<file path="config.mk">
export PLATFORM = sky130hd
export DESIGN_NAME = accelerator_convolutional_fnn_sequencer_flat
export DESIGN_NICKNAME = d
export VERILOG_FILES = /design/src/rtl/accelerator_convolutional_fnn_sequencer_if.sv /design/src/rtl/accelerator_convolutional_fnn_sequencer.sv /design/src/flat_wrapper.sv
export SDC_FILE = /design/constraint.sdc
export NUM_CORES = 2
export LEC_CHECK = 0
export BUFFER_PORTS_ARGS = -buffer_cell sky130_fd_sc_hd__buf_2
export CORE_MARGIN = 8
export CORE_UTILIZATION = 30
export CTS_CLUSTER_DIAMETER = 30
export DETAILED_ROUTE_END_ITERATION = 12
export RECOVER_POWER = 25
export SYNTH_ARGS = -nofsm -noshare
export SYNTH_HDL_FRONTEND = slang
export SYNTH_SLANG_ARGS = --single-unit
</file>
<file path="constraint.sdc">
create_clock -name CLK -period 4.9 [get_ports CLK]
set_input_delay 0.49 -clock CLK [delete_from_list [all_inputs] [get_ports CLK]]
set_output_delay 0.49 -clock CLK [all_outputs]
set_load 0.005 [all_outputs]
</file>
<file path="src/rtl/accelerator_convolutional_fnn_sequencer_if.sv">
// Host, memory and core-side signal bundle for the convolutional FNN sequencer.
// The master modport is the sequencer; the slave modport is its environment.
interface accelerator_convolutional_fnn_sequencer_if #(
  parameter int unsigned DATA_SIZE = 64,
  parameter int unsigned ADDR_SIZE = 32
);
  logic                 SEQ_START;
  logic                 SEQ_BUSY;
  logic                 SEQ_READY;
  logic                 SEQ_ERROR;
  logic [DATA_SIZE-1:0] SIZE_X_IN;
  logic [DATA_SIZE-1:0] SIZE_L_IN;
  logic [ADDR_SIZE-1:0] W_BASE;
  logic [ADDR_SIZE-1:0] B_BASE;
  logic [ADDR_SIZE-1:0] X_BASE;
  logic [ADDR_SIZE-1:0] H_BASE;

  logic                 MEM_RD;
  logic [ADDR_SIZE-1:0] MEM_ADDR;
  logic [DATA_SIZE-1:0] MEM_RDATA;
  logic                 MEM_WE;
  logic [ADDR_SIZE-1:0] MEM_WADDR;
  logic [DATA_SIZE-1:0] MEM_WDATA;

  logic                 FNN_START;
  logic                 FNN_READY;
  logic                 FNN_W_IN_L_ENABLE;
  logic                 FNN_W_IN_X_ENABLE;
  logic [DATA_SIZE-1:0] FNN_W_IN;
  logic                 FNN_B_IN_ENABLE;
  logic [DATA_SIZE-1:0] FNN_B_IN;
  logic                 FNN_X_IN_ENABLE;
  logic [DATA_SIZE-1:0] FNN_X_IN;
  logic                 FNN_H_OUT_ENABLE;
  logic [DATA_SIZE-1:0] FNN_H_OUT;

  modport master (
    input  SEQ_START, SIZE_X_IN, SIZE_L_IN, W_BASE, B_BASE, X_BASE, H_BASE,
    output SEQ_BUSY, SEQ_READY, SEQ_ERROR,
    output MEM_RD, MEM_ADDR, MEM_WE, MEM_WADDR, MEM_WDATA,
    input  MEM_RDATA,
    output FNN_START, FNN_W_IN_L_ENABLE, FNN_W_IN_X_ENABLE, FNN_W_IN,
    output FNN_B_IN_ENABLE, FNN_B_IN, FNN_X_IN_ENABLE, FNN_X_IN,
    input  FNN_READY, FNN_H_OUT_ENABLE, FNN_H_OUT
  );

  modport slave (
    output SEQ_START, SIZE_X_IN, SIZE_L_IN, W_BASE, B_BASE, X_BASE, H_BASE,
    input  SEQ_BUSY, SEQ_READY, SEQ_ERROR,
    input  MEM_RD, MEM_ADDR, MEM_WE, MEM_WADDR, MEM_WDATA,
    output MEM_RDATA,
    input  FNN_START, FNN_W_IN_L_ENABLE, FNN_W_IN_X_ENABLE, FNN_W_IN,
    input  FNN_B_IN_ENABLE, FNN_B_IN, FNN_X_IN_ENABLE, FNN_X_IN,
    output FNN_READY, FNN_H_OUT_ENABLE, FNN_H_OUT
  );
endinterface

</file>
<file path="src/rtl/accelerator_convolutional_fnn_sequencer.sv">
// Streams W/B/X from memory into the FNN core, starts it and stores H results.
// Optional WAIT watchdog: define CONVOLUTIONAL_FNN_SEQUENCER_TIMEOUT_EN.
module accelerator_convolutional_fnn_sequencer #(
  parameter int unsigned DATA_SIZE = 64,
  parameter int unsigned ADDR_SIZE = 32,
  parameter int unsigned TIMEOUT   = 4096
) (
  input logic CLK,
  input logic RST,
  accelerator_convolutional_fnn_sequencer_if.master bus
);

  typedef enum logic [3:0] {
    StIdle, StAbort, StLoadW, StLoadB, StLoadX, StFlush, StRun, StWait, StDone
  } state_e;

  typedef enum logic [1:0] {StbNone, StbW, StbB, StbX} stb_e;

  localparam logic [DATA_SIZE-1:0] DOne = DATA_SIZE'(1);
  localparam logic [ADDR_SIZE-1:0] AOne = ADDR_SIZE'(1);

  if (TIMEOUT == 0) begin : g_timeout_check
    $error("TIMEOUT must be nonzero");
  end

  state_e               state_q, state_d;
  stb_e                 stb_q, stb_d;
  logic                 row_first_q, row_first_d;
  logic [DATA_SIZE-1:0] size_x_q, size_x_d, size_l_q, size_l_d;
  logic [ADDR_SIZE-1:0] b_base_q, b_base_d, x_base_q, x_base_d, h_base_q, h_base_d;
  logic [ADDR_SIZE-1:0] addr_q, addr_d;
  logic [DATA_SIZE-1:0] cnt_q, cnt_d, row_q, row_d, h_cnt_q, h_cnt_d;
  logic                 ovf_q, ovf_d, err_q, err_d;
`ifdef CONVOLUTIONAL_FNN_SEQUENCER_TIMEOUT_EN
  logic [DATA_SIZE-1:0] tmo_q, tmo_d;
`endif

  logic                 mem_rd, mem_we, fnn_start, seq_ready;
  logic [ADDR_SIZE-1:0] mem_waddr;
  logic [DATA_SIZE-1:0] mem_wdata;

  always_comb begin
    state_d     = state_q;
    stb_d       = StbNone;
    row_first_d = 1'b0;
    size_x_d    = size_x_q;
    size_l_d    = size_l_q;
    b_base_d    = b_base_q;
    x_base_d    = x_base_q;
    h_base_d    = h_base_q;
    addr_d      = addr_q;
    cnt_d       = cnt_q;
    row_d       = row_q;
    h_cnt_d     = h_cnt_q;
    ovf_d       = ovf_q;
    err_d       = err_q;
`ifdef CONVOLUTIONAL_FNN_SEQUENCER_TIMEOUT_EN
    tmo_d       = '0;
`endif
    mem_rd      = 1'b0;
    mem_we      = 1'b0;
    mem_waddr   = '0;
    mem_wdata   = '0;
    fnn_start   = 1'b0;
    seq_ready   = 1'b0;

    unique case (state_q)
      StIdle: begin
        if (bus.SEQ_START) begin
          size_x_d = bus.SIZE_X_IN;
          size_l_d = bus.SIZE_L_IN;
          b_base_d = bus.B_BASE;
          x_base_d = bus.X_BASE;
          h_base_d = bus.H_BASE;
          addr_d   = bus.W_BASE;
          cnt_d    = '0;
          row_d    = '0;
          h_cnt_d  = '0;
          ovf_d    = 1'b0;
          err_d    = 1'b0;
          if (bus.SIZE_X_IN == '0 || bus.SIZE_L_IN == '0) begin
            err_d   = 1'b1;
            state_d = StAbort;
          end else begin
            state_d = StLoadW;
          end
        end
      end
      StAbort: state_d = StDone;
      // W is row-major and contiguous, so the read address simply increments.
      StLoadW: begin
        mem_rd      = 1'b1;
        stb_d       = StbW;
        row_first_d = (cnt_q == '0);
        addr_d      = addr_q + AOne;
        if (cnt_q == size_x_q - DOne) begin
          cnt_d = '0;
          if (row_q == size_l_q - DOne) begin
            addr_d  = b_base_q;
            state_d = StLoadB;
          end else begin
            row_d = row_q + DOne;
          end
        end else begin
          cnt_d = cnt_q + DOne;
        end
      end
      StLoadB: begin
        mem_rd = 1'b1;
        stb_d  = StbB;
        addr_d = addr_q + AOne;
        cnt_d  = cnt_q + DOne;
        if (cnt_q == size_l_q - DOne) begin
          cnt_d   = '0;
          addr_d  = x_base_q;
          state_d = StLoadX;
        end
      end
      StLoadX: begin
        mem_rd = 1'b1;
        stb_d  = StbX;
        addr_d = addr_q + AOne;
        cnt_d  = cnt_q + DOne;
        if (cnt_q == size_x_q - DOne) begin
          cnt_d   = '0;
          state_d = StFlush;
        end
      end
      // Lets the final X strobe go out before START.
      StFlush: state_d = StRun;
      StRun: begin
        fnn_start = 1'b1;
        state_d   = StWait;
      end
      StWait: begin
`ifdef CONVOLUTIONAL_FNN_SEQUENCER_TIMEOUT_EN
        tmo_d = tmo_q + DOne;
`endif
        if (bus.FNN_H_OUT_ENABLE) begin
          if (h_cnt_q != size_l_q) begin
            mem_we    = 1'b1;
            mem_waddr = h_base_q + ADDR_SIZE'(h_cnt_q);
            mem_wdata = bus.FNN_H_OUT;
            h_cnt_d   = h_cnt_q + DOne;
          end else begin
            ovf_d = 1'b1;
          end
        end
        if (bus.FNN_READY) begin
          err_d   = (h_cnt_d != size_l_q) || ovf_d;
          state_d = StDone;
`ifdef CONVOLUTIONAL_FNN_SEQUENCER_TIMEOUT_EN
          tmo_d   = '0;
        end else if (tmo_q == DATA_SIZE'(TIMEOUT - 1)) begin
          err_d   = 1'b1;
          state_d = StDone;
          tmo_d   = '0;
`endif
        end
      end
      StDone: begin
        seq_ready = 1'b1;
        state_d   = StIdle;
      end
      default: state_d = StIdle;
    endcase
  end

  always_ff @(posedge CLK) begin
    if (RST) begin
      state_q     <= StIdle;
      stb_q       <= StbNone;
      row_first_q <= 1'b0;
      size_x_q    <= '0;
      size_l_q    <= '0;
      b_base_q    <= '0;
      x_base_q    <= '0;
      h_base_q    <= '0;
      addr_q      <= '0;
      cnt_q       <= '0;
      row_q       <= '0;
      h_cnt_q     <= '0;
      ovf_q       <= 1'b0;
      err_q       <= 1'b0;
`ifdef CONVOLUTIONAL_FNN_SEQUENCER_TIMEOUT_EN
      tmo_q       <= '0;
`endif
    end else begin
      state_q     <= state_d;
      stb_q       <= stb_d;
      row_first_q <= row_first_d;
      size_x_q    <= size_x_d;
      size_l_q    <= size_l_d;
      b_base_q    <= b_base_d;
      x_base_q    <= x_base_d;
      h_base_q    <= h_base_d;
      addr_q      <= addr_d;
      cnt_q       <= cnt_d;
      row_q       <= row_d;
      h_cnt_q     <= h_cnt_d;
      ovf_q       <= ovf_d;
      err_q       <= err_d;
`ifdef CONVOLUTIONAL_FNN_SEQUENCER_TIMEOUT_EN
      tmo_q       <= tmo_d;
`endif
    end
  end

  assign bus.SEQ_BUSY  = (state_q inside {StLoadW, StLoadB, StLoadX, StFlush, StRun, StWait});
  assign bus.SEQ_READY = seq_ready;
  assign bus.SEQ_ERROR = seq_ready & err_q;

  assign bus.MEM_RD    = mem_rd;
  assign bus.MEM_ADDR  = mem_rd ? addr_q : '0;
  assign bus.MEM_WE    = mem_we;
  assign bus.MEM_WADDR = mem_waddr;
  assign bus.MEM_WDATA = mem_wdata;

  // Strobes trail the read by one cycle to line up with the memory latency.
  assign bus.FNN_START         = fnn_start;
  assign bus.FNN_W_IN_X_ENABLE = (stb_q == StbW);
  assign bus.FNN_W_IN_L_ENABLE = (stb_q == StbW) && row_first_q;
  assign bus.FNN_W_IN          = (stb_q == StbW) ? bus.MEM_RDATA : '0;
  assign bus.FNN_B_IN_ENABLE   = (stb_q == StbB);
  assign bus.FNN_B_IN          = (stb_q == StbB) ? bus.MEM_RDATA : '0;
  assign bus.FNN_X_IN_ENABLE   = (stb_q == StbX);
  assign bus.FNN_X_IN          = (stb_q == StbX) ? bus.MEM_RDATA : '0;

endmodule
</file>
<file path="src/flat_wrapper.sv">
// flat-port wrapper written by rule: the top's interface ports become plain ports
module accelerator_convolutional_fnn_sequencer_flat 
#(
  parameter int unsigned DATA_SIZE = 64,
  parameter int unsigned ADDR_SIZE = 32,
  parameter int unsigned TIMEOUT   = 4096
)
  (CLK, RST, bus_SEQ_START, bus_SIZE_X_IN, bus_SIZE_L_IN, bus_W_BASE, bus_B_BASE, bus_X_BASE, bus_H_BASE, bus_SEQ_BUSY, bus_SEQ_READY, bus_SEQ_ERROR, bus_MEM_RD, bus_MEM_ADDR, bus_MEM_WE, bus_MEM_WADDR, bus_MEM_WDATA, bus_MEM_RDATA, bus_FNN_START, bus_FNN_W_IN_L_ENABLE, bus_FNN_W_IN_X_ENABLE, bus_FNN_W_IN, bus_FNN_B_IN_ENABLE, bus_FNN_B_IN, bus_FNN_X_IN_ENABLE, bus_FNN_X_IN, bus_FNN_READY, bus_FNN_H_OUT_ENABLE, bus_FNN_H_OUT);
  accelerator_convolutional_fnn_sequencer_if #(.DATA_SIZE(DATA_SIZE), .ADDR_SIZE(ADDR_SIZE)) bus_i ();
  input logic CLK;
  input logic RST;
  input wire logic [$bits(bus_i.SEQ_START)-1:0] bus_SEQ_START;
  input wire logic [$bits(bus_i.SIZE_X_IN)-1:0] bus_SIZE_X_IN;
  input wire logic [$bits(bus_i.SIZE_L_IN)-1:0] bus_SIZE_L_IN;
  input wire logic [$bits(bus_i.W_BASE)-1:0] bus_W_BASE;
  input wire logic [$bits(bus_i.B_BASE)-1:0] bus_B_BASE;
  input wire logic [$bits(bus_i.X_BASE)-1:0] bus_X_BASE;
  input wire logic [$bits(bus_i.H_BASE)-1:0] bus_H_BASE;
  output wire logic [$bits(bus_i.SEQ_BUSY)-1:0] bus_SEQ_BUSY;
  output wire logic [$bits(bus_i.SEQ_READY)-1:0] bus_SEQ_READY;
  output wire logic [$bits(bus_i.SEQ_ERROR)-1:0] bus_SEQ_ERROR;
  output wire logic [$bits(bus_i.MEM_RD)-1:0] bus_MEM_RD;
  output wire logic [$bits(bus_i.MEM_ADDR)-1:0] bus_MEM_ADDR;
  output wire logic [$bits(bus_i.MEM_WE)-1:0] bus_MEM_WE;
  output wire logic [$bits(bus_i.MEM_WADDR)-1:0] bus_MEM_WADDR;
  output wire logic [$bits(bus_i.MEM_WDATA)-1:0] bus_MEM_WDATA;
  input wire logic [$bits(bus_i.MEM_RDATA)-1:0] bus_MEM_RDATA;
  output wire logic [$bits(bus_i.FNN_START)-1:0] bus_FNN_START;
  output wire logic [$bits(bus_i.FNN_W_IN_L_ENABLE)-1:0] bus_FNN_W_IN_L_ENABLE;
  output wire logic [$bits(bus_i.FNN_W_IN_X_ENABLE)-1:0] bus_FNN_W_IN_X_ENABLE;
  output wire logic [$bits(bus_i.FNN_W_IN)-1:0] bus_FNN_W_IN;
  output wire logic [$bits(bus_i.FNN_B_IN_ENABLE)-1:0] bus_FNN_B_IN_ENABLE;
  output wire logic [$bits(bus_i.FNN_B_IN)-1:0] bus_FNN_B_IN;
  output wire logic [$bits(bus_i.FNN_X_IN_ENABLE)-1:0] bus_FNN_X_IN_ENABLE;
  output wire logic [$bits(bus_i.FNN_X_IN)-1:0] bus_FNN_X_IN;
  input wire logic [$bits(bus_i.FNN_READY)-1:0] bus_FNN_READY;
  input wire logic [$bits(bus_i.FNN_H_OUT_ENABLE)-1:0] bus_FNN_H_OUT_ENABLE;
  input wire logic [$bits(bus_i.FNN_H_OUT)-1:0] bus_FNN_H_OUT;
  assign bus_i.SEQ_START = bus_SEQ_START;
  assign bus_i.SIZE_X_IN = bus_SIZE_X_IN;
  assign bus_i.SIZE_L_IN = bus_SIZE_L_IN;
  assign bus_i.W_BASE = bus_W_BASE;
  assign bus_i.B_BASE = bus_B_BASE;
  assign bus_i.X_BASE = bus_X_BASE;
  assign bus_i.H_BASE = bus_H_BASE;
  assign bus_SEQ_BUSY = bus_i.SEQ_BUSY;
  assign bus_SEQ_READY = bus_i.SEQ_READY;
  assign bus_SEQ_ERROR = bus_i.SEQ_ERROR;
  assign bus_MEM_RD = bus_i.MEM_RD;
  assign bus_MEM_ADDR = bus_i.MEM_ADDR;
  assign bus_MEM_WE = bus_i.MEM_WE;
  assign bus_MEM_WADDR = bus_i.MEM_WADDR;
  assign bus_MEM_WDATA = bus_i.MEM_WDATA;
  assign bus_i.MEM_RDATA = bus_MEM_RDATA;
  assign bus_FNN_START = bus_i.FNN_START;
  assign bus_FNN_W_IN_L_ENABLE = bus_i.FNN_W_IN_L_ENABLE;
  assign bus_FNN_W_IN_X_ENABLE = bus_i.FNN_W_IN_X_ENABLE;
  assign bus_FNN_W_IN = bus_i.FNN_W_IN;
  assign bus_FNN_B_IN_ENABLE = bus_i.FNN_B_IN_ENABLE;
  assign bus_FNN_B_IN = bus_i.FNN_B_IN;
  assign bus_FNN_X_IN_ENABLE = bus_i.FNN_X_IN_ENABLE;
  assign bus_FNN_X_IN = bus_i.FNN_X_IN;
  assign bus_i.FNN_READY = bus_FNN_READY;
  assign bus_i.FNN_H_OUT_ENABLE = bus_FNN_H_OUT_ENABLE;
  assign bus_i.FNN_H_OUT = bus_FNN_H_OUT;
  accelerator_convolutional_fnn_sequencer #(.DATA_SIZE(DATA_SIZE), .ADDR_SIZE(ADDR_SIZE), .TIMEOUT(TIMEOUT)) u_core (.CLK(CLK), .RST(RST), .bus(bus_i));
endmodule
</file>
==> metrics.csv <==
metric,value,unit
outcome,"complete, but fails checks",
failing checks,"max-capacitance violations, max-slew violations",
Via density,5.54,
"commonest non-fill, non-tap cell in the layout",nand2_1,
Worst Setup Path Type,flop to primary output,
routed len/inst,24.2,um
antenna-violating nets left,0,
"EDFF count, synth",0,
Die X,355,um
TNS Setup,0,ns
CTS max path bufs,3,
input/output buffers,718,
maximum vdd drop,0.645,mV
"Distinct cells, synth",102,
first-pass GRT wire length,256000,um
placed inst area,0.0418,mm^2
Worst R2R Start,u_core.size_l_q[38],
Worst Skew,0.0370,ns
core area,0.114,mm^2
flop2flop setup slack,0.15,ns
placed cell count,7056,
Final Critical Period,4.78,ns
sequential area share after synthesis,26.5,%
Die Footprint,0.126,mm^2
yosys synthesis warning count,0,
Post-Syn Area,0.0346,mm^2
layout cell share with drive strength beyond 1,24.3,%
CTS tree,yes,
worst-skew pair later-pin latency,0.71,ns
GRT Residual Overflow,0,
power density over the cells,575,mW/mm^2
# H-tree levels,3,
initial antenna violation count,39,
top_reg_cell synth,dfxtp_1,
Final GP Congestion,1.04,
"FFs w/ async S/R, synth",0,%
Peak Freq,209,MHz
row cnt,124,
number of clock sinks,457,
Finished Cell Area,0.0471,mm^2
largest net degree at the start of global routing,157,
drc violations,0,
P_leak,19.5,nW
Crit. End Element,primary output,
crit path DAT,4.29,ns
final setup violation count,0,
FF-to-FF End,u_core.addr_q[23],
Worst Setup Start Kind,flop,
unrepaired setup endpoints after global routing,yes,
syn_nets,5260,
cts bufs inserted,121,
1st-iter DRT viols,3962,
"FF+latch count, synth",457,
vias in the first global route,38864,
TritonRoute pass-1 iters,6,
"leading cell types in the layout, fill and taps excluded","nand2_1, buf_2, dfxtp_1, a21oi_1, buf_4",
"Reg clk slew, reported paths",0.05,ns
nets,6169,
GRT Util Overall,26.3,%
Setup crit start,u_core.size_l_q[13],
root buffer cell,clkbuf_16,
DRT Wirelength,178000,um
Synth-to-Final Area Change,36.1,%
Slew HR,-23.1,%
Final Cycle Share,97.6,%
initial core utilization,30.2,%
HP Class,input pin to flop,
Critical path destination,bus_MEM_WDATA[48],
Chip Height,355,um
Mapped Cells,4832,
detailed placer's ending HPWL,142000,um
crit-path max FO,60,
Max Cap Viol,4,
WHS,0.0253,ns
syn_area_per_cell,7.15,um^2
Top Ports,719,
worst reg2reg path depth,16,
final-report hold violation count,0,
critical path required time,4.41,ns
slew of the pin with the lowest slew margin,1.84,ns
Post-Layout Cell Count,7367,
vias,40800,
Pwr Total,27.1,mW
Slew Limit Fails,295,
[flip-flops by register name (all words and copies together) (netlist names)]
| signal | flops |
|---|---|
| u_core.cnt_q | 64 |
| u_core.h_cnt_q | 64 |
| u_core.row_q | 64 |
| u_core.size_l_q | 64 |
| u_core.size_x_q | 64 |
| u_core.addr_q | 32 |
| u_core.b_base_q | 32 |
| u_core.h_base_q | 32 |
| u_core.x_base_q | 32 |
| u_core.state_q | 4 |
| u_core.stb_q | 2 |
| u_core.err_q | 1 |
| u_core.ovf_q | 1 |
| u_core.row_first_q | 1 |
[cell families (layout without fill, tap and decap cells)]
logic type	Yosys count	after routing	share of synthesized area (%)
simple gates	2397	2397	35.8
compound gates	968	968	17.8
buf+inv	475	1485	5.30
flops	457	457	26.5
xor+xnor	447	447	11.7
mux	49	49	1.47
fa+ha+maj	39	39	1.43
other cells	0	13	0
[how the worst min path moves through the flow]
stage	start	endpoint	cells past startpoint
2_1_floorplan	u_core.x_base_q[10]	u_core.x_base_q[10]	2
3_3_place_gp	u_core.x_base_q[13]	u_core.x_base_q[13]	2
3_5_place_dp	u_core.x_base_q[14]	u_core.x_base_q[14]	2
4_1_cts	bus_H_BASE[29]	u_core.h_base_q[29]	3
5_1_grt	bus_H_BASE[29]	u_core.h_base_q[29]	3
6_report	bus_H_BASE[21]	u_core.h_base_q[21]	3
[worst max-delay path, stage by stage, from the launching register on]
cell and delay, ns:
dfxtp_1 0.76, buf_4 0.28, xor2_1 0.12, nor4_1 0.46, nand4_1 0.16, or4_1 0.53, nor2_1 0.18, nor2b_2 0.15
nand2_1 0.16, clkinvlp_4 0.15, buf_8 0.21, and2_1 0.25, buf_2 0.15
[cell type report]
| type | count | area (um^2) |
|---|---|---|
| tap | 1512 | 1890 |
| clock buffer | 149 | 3280 |
| inverter | 70 | 267 |
| multi-input combinational | 3900 | 23900 |
| clock inverter | 75 | 1110 |
| timing repair buffer | 1191 | 7410 |
| sequential | 457 | 9160 |
| antenna | 13 | 32.5 |
| fill | 11820 | 67300 |
[power by group]
part           switching (mW)  total, mW  internal (mW)
Clock                    2.63       8.48           5.85
Sequential              0.907       5.38           4.47
Combinational            8.27       13.2           4.94
[routing by layer]
layer / vias up / GRT usage (%) / share of wire [%]
met5: - / 0 / 0.045
met2: 2010 / 43.0 / 46
met4: 14 / 12.4 / 5.3
li1: 19027 / - / -
met3: 443 / 6.21 / 9.0
met1: 19306 / 32.6 / 40
[cells in the mapped netlist, types with 24 or more instances]
cell	instances	area share (%)
and3_1	139	2.5
nor2_1	385	4.2
inv_1	68	0.74
o21ai_0	124	1.8
nand2b_1	44	0.80
a31oi_1	34	0.62
a211oi_1	31	0.67
o211ai_1	39	0.85
nor2b_1	56	1.0
and4_1	28	0.71
or3_1	89	1.6
and2_1	226	4.1
nand3_1	154	2.2
nor4_1	154	2.8
a21o_1	30	0.65
or4_1	53	1.2
xor2_1	159	4.0
clkbuf_1	357	3.9
nand2_1	701	7.6
mux2i_1	36	1.0
xnor2_1	279	7.1
nand4_1	113	2.0
or2_2	24	0.43
a21oi_1	445	6.4
buf_1	24	0.26
nor3_1	120	1.7
dfxtp_1	457	26
ha_1	38	1.4
nor3b_1	31	0.67
[stage by stage]
| stage | setup WS [ns] | util [%] |
|---|---|---|
| floorplan | 0.169 | - |
| global placement | -0.295 | 36.5 |
| detailed placement | -0.340 | 36.5 |
| CTS | 0.00209 | 41.0 |
| global route | -0.0163 | 41.1 |
| finish | 0.116 | 41.2 |
[timing repair]
action	in CTS	in global routing
hold endpoints to repair	63	0
setup buffers	0	11
pin swaps	3	12
endpoints found under the setup margin	109	206
hold buffers	63	0
gates resized for setup	17	43
Note: power is estimated with default switching activity, not from simulation.
